[src/rtl/przebieg_pkg.sv]
// Shared constants and types for the LED waveform checker.
// Latency: n/a (declarations only).
// Backpressure: n/a.
package przebieg_pkg;

  localparam int PAT_LEN = 12;
  localparam int PHASE_W = 4;
  localparam logic [PAT_LEN-1:0] DEF_PATTERN = 12'b110011101000;

  typedef enum logic {
    SEARCH = 1'b0,
    LOCKED = 1'b1
  } state_e;

endpackage

[src/rtl/przebieg_sampler.sv]
// Synchronizes the async LED line, detects edges and produces one mid-bit sample tick per step.
// Latency: 2 cycles to s, edge seen 1 cycle later; tick BIT_PERIOD/2 cycles after a detected edge.
// Backpressure: none; free-running.
// Ports: clk/rst_n (async active-low), led (async input), tick (1-cycle strobe), sample (value at tick).
module przebieg_sampler #(
  parameter int BIT_PERIOD = 2000000
) (
  input  logic clk,
  input  logic rst_n,
  input  logic led,
  output logic tick,
  output logic sample
);

  localparam int TW = $clog2(BIT_PERIOD);
  localparam logic [TW-1:0] T_LAST = TW'(BIT_PERIOD - 1);
  localparam logic [TW-1:0] T_MID  = TW'(BIT_PERIOD / 2 - 1);

  logic          sync1_q, sync1_d;
  logic          s_q, s_d;
  logic          s_dly_q, s_dly_d;
  logic [TW-1:0] timer_q, timer_d;
  logic          edge_det;

  always_comb begin
    sync1_d  = led;
    s_d      = sync1_q;
    s_dly_d  = s_q;
    edge_det = s_q ^ s_dly_q;
    if (edge_det || timer_q == T_LAST) begin
      timer_d = '0;
    end else begin
      timer_d = timer_q + TW'(1);
    end
    // An edge coinciding with the mid-point restarts the bit; no sample then.
    tick   = (timer_q == T_MID) && !edge_det;
    sample = s_q;
  end

  always_ff @(posedge clk or negedge rst_n) begin
    if (!rst_n) begin
      sync1_q <= 1'b0;
      s_q     <= 1'b0;
      s_dly_q <= 1'b0;
      timer_q <= '0;
    end else begin
      sync1_q <= sync1_d;
      s_q     <= s_d;
      s_dly_q <= s_dly_d;
      timer_q <= timer_d;
    end
  end

endmodule

[src/rtl/przebieg_check.sv]
// Aligns to the 12-step LED pattern, flags mismatched steps and counts them (saturating at 255).
// Latency: all outputs registered, updating the cycle after each sample tick.
// Backpressure: none; observe-only checker.
// Ports: iCLK/iRST_N (async active-low), iLED (async), oLOCK, oERR (1-cycle pulse),
//        oPHASE (next expected step, 0 when unlocked), oERRCNT (saturating mismatch count).
module przebieg_check
  import przebieg_pkg::*;
#(
  parameter int                 BIT_PERIOD = 2000000,
  parameter logic [PAT_LEN-1:0] PATTERN    = DEF_PATTERN,
  parameter int                 LOCK_MISS  = 2
) (
  input  logic               iCLK,
  input  logic               iRST_N,
  input  logic               iLED,
  output logic               oLOCK,
  output logic               oERR,
  output logic [PHASE_W-1:0] oPHASE,
  output logic [7:0]         oERRCNT
);

  logic tick;
  logic sample;

  przebieg_sampler #(.BIT_PERIOD(BIT_PERIOD)) u_sampler (
    .clk    (iCLK),
    .rst_n  (iRST_N),
    .led    (iLED),
    .tick   (tick),
    .sample (sample)
  );

  state_e               state_q, state_d;
  logic [PAT_LEN-1:0]   hist_q, hist_d, hist_new;
  logic [3:0]           fill_q, fill_d, fill_new;
  logic [PHASE_W-1:0]   phase_q, phase_d;
  logic [2:0]           miss_q, miss_d, miss_inc;
  logic [7:0]           errcnt_q, errcnt_d;
  logic                 err_q, err_d;

  always_comb begin
    state_d  = state_q;
    hist_d   = hist_q;
    fill_d   = fill_q;
    phase_d  = phase_q;
    miss_d   = miss_q;
    errcnt_d = errcnt_q;
    err_d    = 1'b0;

    // Oldest sample ends up in bit 0, so a stream starting at step 0 lands as hist == PATTERN.
    hist_new = {sample, hist_q[PAT_LEN-1:1]};
    fill_new = (fill_q == 4'(PAT_LEN)) ? fill_q : fill_q + 4'd1;
    miss_inc = miss_q + 3'd1;

    if (tick) begin
      hist_d = hist_new;
      fill_d = fill_new;
      if (state_q == SEARCH) begin
        // Rotations of PATTERN are all distinct, so a full-window match pins phase 0.
        if (fill_new == 4'(PAT_LEN) && hist_new == PATTERN) begin
          state_d = LOCKED;
          phase_d = '0;
          miss_d  = '0;
        end
      end else begin
        phase_d = (phase_q == PHASE_W'(PAT_LEN - 1)) ? '0 : phase_q + PHASE_W'(1);
        if (sample == PATTERN[phase_q]) begin
          miss_d = '0;
        end else begin
          err_d  = 1'b1;
          miss_d = miss_inc;
          if (errcnt_q != 8'hFF) begin
            errcnt_d = errcnt_q + 8'd1;
          end
          // Too many consecutive misses: restart acquisition with a fresh window.
          if (miss_inc == 3'(LOCK_MISS)) begin
            state_d = SEARCH;
            fill_d  = '0;
            miss_d  = '0;
            phase_d = '0;
          end
        end
      end
    end
  end

  always_ff @(posedge iCLK or negedge iRST_N) begin
    if (!iRST_N) begin
      state_q  <= SEARCH;
      hist_q   <= '0;
      fill_q   <= '0;
      phase_q  <= '0;
      miss_q   <= '0;
      errcnt_q <= '0;
      err_q    <= 1'b0;
    end else begin
      state_q  <= state_d;
      hist_q   <= hist_d;
      fill_q   <= fill_d;
      phase_q  <= phase_d;
      miss_q   <= miss_d;
      errcnt_q <= errcnt_d;
      err_q    <= err_d;
    end
  end

  // phase is held at 0 outside LOCKED, so it can drive oPHASE directly.
  assign oLOCK   = (state_q == LOCKED);
  assign oERR    = err_q;
  assign oPHASE  = phase_q;
  assign oERRCNT = errcnt_q;

endmodule

[config.mk]
export PLATFORM = sky130hd
export DESIGN_NAME = przebieg_check
export DESIGN_NICKNAME = d
export VERILOG_FILES = /design/src/rtl/przebieg_pkg.sv /design/src/rtl/przebieg_sampler.sv /design/src/rtl/przebieg_check.sv
export SDC_FILE = /design/constraint.sdc
export NUM_CORES = 1
export LEC_CHECK = 0
export CAP_MARGIN = 40
export CORE_UTILIZATION = 57
export CTS_CLUSTER_DIAMETER = 100
export DETAILED_ROUTE_END_ITERATION = 6
export DONT_BUFFER_PORTS = 1
export PLACE_DENSITY = 0.84
export SYNTH_ARGS = -nofsm -noshare
export SYNTH_HDL_FRONTEND = slang
export SYNTH_HIERARCHICAL = 1
export SYNTH_SLANG_ARGS = --single-unit
[constraint.sdc]
create_clock -name iCLK -period 2.6 [get_ports iCLK]
set_input_delay 0.39 -clock iCLK [delete_from_list [all_inputs] [get_ports iCLK]]
set_output_delay 0.39 -clock iCLK [all_outputs]
set_load 0.01 [all_outputs]
# After elaboration in Yosys (flattened, before gate mapping)
# Memories as Yosys holds them, arrays and structs flattened.
# Cells that the tools add are included.
[classes]
add_sub_neg = 5
order_cmp = 1
eq_ne = 9
n_mux = 22
bitwise = 2
reduce_logical = 7
[op_table]
columns = ["cell", "count"]
rows = [
  ["4-bit 2-to-1 mux", 9],
  ["21-bit by 1-bit adder with 21-bit output (second input constant)", 1],
  ["21-bit by 20-bit == test with 1-bit output (second input constant)", 1],
  ["21-bit == test (second input constant)", 1],
  ["21-bit 2-to-1 mux", 1],
  ["12-bit == test (second input constant)", 1],
  ["4-bit == test (second input constant)", 3],
  ["3-bit 2-to-1 mux", 4],
  ["4-bit by 1-bit adder with 4-bit output (second input constant)", 2],
  ["8-bit by 1-bit adder with 8-bit output (second input constant)", 1],
  ["1-bit 2-to-1 mux", 8],
  ["8-bit inequality test (second input constant)", 1],
  ["4-bit by 5-bit less-than comparator with 1-bit output (second input constant)", 1],
  ["4-bit AND reduction", 1],
  ["3-bit by 1-bit adder with 3-bit output (second input constant)", 1],
  ["3-bit by 2-bit == test with 1-bit output (second input constant)", 1],
  ["1-bit logical AND", 2],
  ["2-bit AND reduction", 1],
  ["2-bit nonzero test", 1],
  ["1-bit == test", 1],
  ["1-bit logical NOT", 1],
  ["1-bit logical OR", 1],
  ["1-bit NOT", 1],
  ["1-bit XOR", 1],
]
[word_totals]
ff_bits = 57
romBits = 16
inputBits = 3
output_inout_bits = 14
wordCells = 58
memories = 1
[mem_list]
columns = ["name", "depth", "word_bits", "rd", "rd_clocked_by_memory_dff", "wr", "line", "text"]
rows = [
  ["(name not given)", 16, 1, 1, 0, 0, "przebieg_check.sv:67", "if (sample == PATTERN[phase_q]) begin"],
]

# Longest topological paths before layout
[depth]
word_depth = 6
ltp_mapped = 9
ltp_nobuf = 8

# By module
# Netlist, hierarchy kept.
[modules_own_cells]
columns = ["module", "n_inst", "cells_each", "area_per_inst_um2"]
rows = [
  ["przebieg_check", 1, 147, 1704.1],
  ["przebieg_sampler", 1, 118, 1203.7],
]

# Worst setup path after synthesis
# OpenSTA, ideal clock, no wires.
[synth_path]
kind = "reg-to-reg"
from = "register u_sampler.timer_q[6]"
to = "register phase_q[2] (netlist: oPHASE[2])"
arrival_time_ns = 2.376
required_time_ns = 2.474
slack_ns = 0.098
stages_incl_launch_ff = 8
n_path_buf = 0
period_less_slack_ns = 2.502
path_cell_list = "dfrtp_1 > or4_1 > nor3_1 > nand4_1 > or3_1 > a2111oi_4 > a21oi_2 > a221o_1"
[synth_via]
elab_chain_len = 3
[synth_rtl]
columns = ["element", "line", "text"]
rows = [
  ["from (decl)", "przebieg_sampler.sv:22", "logic [TW-1:0] timer_q, timer_d;"],
  ["from (signal assigned)", "przebieg_sampler.sv:50", "timer_q <= timer_d;"],
  ["21-bit by 20-bit == test with 1-bit output", "przebieg_sampler.sv:36", "tick = (timer_q == T_MID) && !edge_det;"],
  ["1-bit logical AND", "przebieg_sampler.sv:36", ""],
  ["named net tick", "przebieg_check.sv:22", "logic tick;"],
  ["2-bit AND reduction (no source line)", "n/a", ""],
  ["to (signal assigned)", "przebieg_check.sv:100", "phase_q <= phase_d;"],
  ["to (decl)", "przebieg_check.sv:36", "logic [PHASE_W-1:0] phase_q, phase_d;"],
]
# The timed path passes the listed nets, and every way through them passes these cells.
# A chain may end at the register's enable or synchronous reset.

# Worst setup path in the final report
[layout_path]
from = "register u_sampler.timer_q[20]"
to = "register phase_q[2] (netlist: oPHASE[2])"
# The elaborated chain is that of the path after synthesis.

==> reports/results.md <==
Outcome
• outcome: finished, violations left
• violated checks: negative setup slack

Routing
• routed length per placed instance: 15.5 microns
• count of TritonRoute iterations in the first routing pass: 4
• number of vias in the routed layout: 2090
• number of routed nets with antenna violations: 0
• final wirelength: 5.47 mm
• First DRT Iteration DRCs: 106
• final routed DRC violation total: 0
• drt via density: 5.94

Global routing
• via count of the first global-routing pass: 1969
• overall routing resource usage: 0.210
• grt total ovfl: 0
• antenna violations before repair: 0
• global-route wire length before repair: 8.87 mm
• pin count of the biggest net entering global routing: 57

Yosys
• YS warnings: 6
• mean cell area of the mapped netlist: 11.0 sq um
• Synth Register Bits: 56
• fraction of synthesis flops using an asynchronous set or reset pin: 1.00
• number of different library cells in the post-synthesis netlist: 57
• post-synthesis instance total: 265
• net count after synthesis: 276
• cell area after synthesis: 0.00291 sq mm
• portion of the post-synthesis area used by sequential elements: 0.482
• number of enable-type register cells in the synthesized netlist: 0
• Most used DFF post-synth: dfrtp_1

Cells and area
• Antenna diodes: 0
• core occupancy in the finished layout: 0.679
• fraction of layout instances using a drive strength above 1: 0.221
• fin cells: 352
• leading cell type in the layout, fill and taps excluded: dfrtp_1
• fillcell total: 354
• Area growth syn-to-layout: 12.6%
• number of nets in the layout: 295
• most frequent cells in the layout: 56 x dfrtp_1, 20 x nor2_1, 18 x nand3_1, 18 x buf_4, 15 x nand2_1

CTS
• register clock-pin slew on the reported worst setup and hold paths: 0.10 ns
• clock sink count: 56
• TritonCTS clock tree: done
• clk root buf: clkbuf_8
• Clk Latency, worst-skew pair: 0.31 ns
• clock buffers created by TritonCTS: 5
• clock tree buffer depth: 2
• Max H-tree Level: 2

Place
• Placed Cells incl. Taps: 336
• post-placement worst setup slack: 0.0552 ns
• detailed placement HPWL: 3.53 mm
• IO buf count: 0
• GPL Wtd Cong: 0.867

Pwr
• power per cell area: 482 mW/mm^2
• Leak: 1.44 nW
• VDD IR max: 0.317 mV
• share of power burned in combinational logic: 0.043
• share of power burned in registers: 0.564
• net switching fraction of the power: 0.211
• Final Power: 1.58 mW
• Clock Power Share: 0.392
• internal power of the cells: 1.24 mW
• reported net switching power: 0.333 mW

Floorplanning
• placement row count: 25
• overall die height: 73.4 microns
• x dimension of the die: 73.4 microns
• overall die area: 0.00539 sq mm
• Placeable Area: 0.00482 sq mm
• initial core utilization: 0.604
• count of pins on the block boundary: 17

Worst setup path
• data arrival time of the worst path: 2.82 ns
• critical path class: reg -> reg
• Setup crit end kind: flip-flop
• critical path startpoint category: flip-flop
• Critical Path Fanout Max: 7
• critical path required time: 2.81 ns

STA
• worst slew pin tran: 0.478 ns
• number of hold violations in the final report: 0
• smallest setup slack after layout: -0.0112 ns
• highest attainable clock frequency: 383 MHz
• period utilization: 1.00
• Max Transition Viols Final: 0
• number of failing setup endpoints in the final timing report: 1
• setup repair after global routing missed its margin: true
• post-layout min period: 2.61 ns
• Final Skew: 0.00782 ns
• tightest hold margin: 0.0937 ns
• Max transition margin: 0.680

Run
• max-capacitance violation count: 0

Hold path
• Hold WC Path Type: in -> reg

[cell type report]
cell class                 instances  area (sq um)  share of cell area
clock buffer                       7          96.3              0.0294
clock inverter                     1          30.0             0.00917
inverter                           9          33.8              0.0103
multi-input combinational        192          1460               0.445
sequential                        56          1400               0.428
tap                               67          83.8              0.0256
timing repair buffer              20           173              0.0528
[cells in the mapped netlist (2+ instances only)]
library cell	instances	share of area
a21boi_0	2	0.0052
a21oi_1	10	0.017
a21oi_2	2	0.0060
a22o_2	4	0.014
a31oi_1	3	0.0065
a41oi_1	2	0.0060
and2_1	2	0.0043
and2b_1	2	0.0052
and3b_1	2	0.0060
and4_1	3	0.0090
buf_1	2	0.0026
buf_4	3	0.0077
dfrtp_1	56	0.48
ha_1	8	0.034
inv_1	9	0.012
mux2_2	13	0.050
nand2_1	15	0.019
nand2b_1	3	0.0065
nand3_1	18	0.031
nand4_1	9	0.019
nor2_1	20	0.026
nor2b_1	4	0.0086
nor3_1	3	0.0052
nor4_1	2	0.0043
nor4_2	2	0.0086
nor4b_1	2	0.0060
o21ai_0	6	0.010
o21ai_1	2	0.0034
o31ai_1	4	0.010
or3_1	4	0.0086
or4_1	5	0.013
xnor2_1	9	0.027
xor2_1	10	0.030
[path summary, 6_finish.rpt]
check	from	endpoint	slack (ns)	depth (start not counted)
setup / recovery	u_sampler/timer_q[20]	oPHASE[2]	-0.01	8
hold / removal	iLED	u_sampler/s_d	0.09	0
setup reg to reg	u_sampler/timer_q[20]	oPHASE[2]	-0.01	8
hold reg to reg	u_sampler/s_d	u_sampler/sample	0.40	0
max in group asynchronous	iRST_N	hist_q[7]	1.76	2
min in group asynchronous	iRST_N	oPHASE[3]	0.59	2
[routing by layer]
layer,wire length [microns],vias to the layer above,global-route usage
met1,2380,1035,0.265
li1,-,1007,-
met5,0,-,0
met2,2810,39,0.366
met3,175,9,0.0494
met4,103,0,0.0513
[power by group through the flow]
stage / combinational (mW) / clock (mW) / sequential, mW
after floorplan: 0.0269 / 0 / 0.907
after global placement: 0.0450 / 0 / 0.906
after detailed placement: 0.0451 / 0 / 0.907
after CTS: 0.0691 / 0.634 / 0.890
after global routing: 0.0782 / 0.673 / 0.891
final: 0.0684 / 0.619 / 0.890
[worst max-delay path, cell delays in order, from the launching register on]
cell and delay, ns:
dfrtp_1 0.39, nand4b_1 0.21, or4_4 0.46, nor3_4 0.21, nand4_1 0.11, or3_4 0.34
a2111oi_4 0.37, a21oi_4 0.10, a221o_1 0.33
[logic make-up (layout without fill, tap and decap cells)]
logic type | after synthesis | after routing | synth area share
flip-flops | 56 | 56 | 0.482
adder cells (fa/ha/maj) | 8 | 8 | 0.0344
multiplexers | 14 | 14 | 0.0542
AND/OR/NAND/NOR | 107 | 107 | 0.227
XOR/XNOR | 19 | 19 | 0.0572
AO/OA/AOI/OAI | 44 | 44 | 0.116
buffers and inverters | 17 | 37 | 0.0293
[sequential cells by signal (all words and copies together) (netlist names)]
register,count
fill_q,4
hist_q,11
miss_q,3
oERR,1
oERRCNT,8
oLOCK,1
oPHASE,4
u_sampler/s_d,1
u_sampler/s_dly_q,1
u_sampler/sample,1
u_sampler/timer_q,21
[stage by stage]
stage	TNS (ns)	instance area, sq um
final	-0.0112	3270
after detailed placement	0	3040
after CTS	0	3200
after global routing	-0.499	3270
after floorplan	0	2910
after global placement	0	3040
[repair_timing]
action | 4_1_cts | 5_1_grt
endpoints found under the setup margin | 0 | 2
hold endpoints to repair | 56 | 0
hold buffers | 2 | 0
resized for setup | 0 | 5
buffers inserted | 0 | 6
Note: power is estimated with default switching activity, not from simulation.
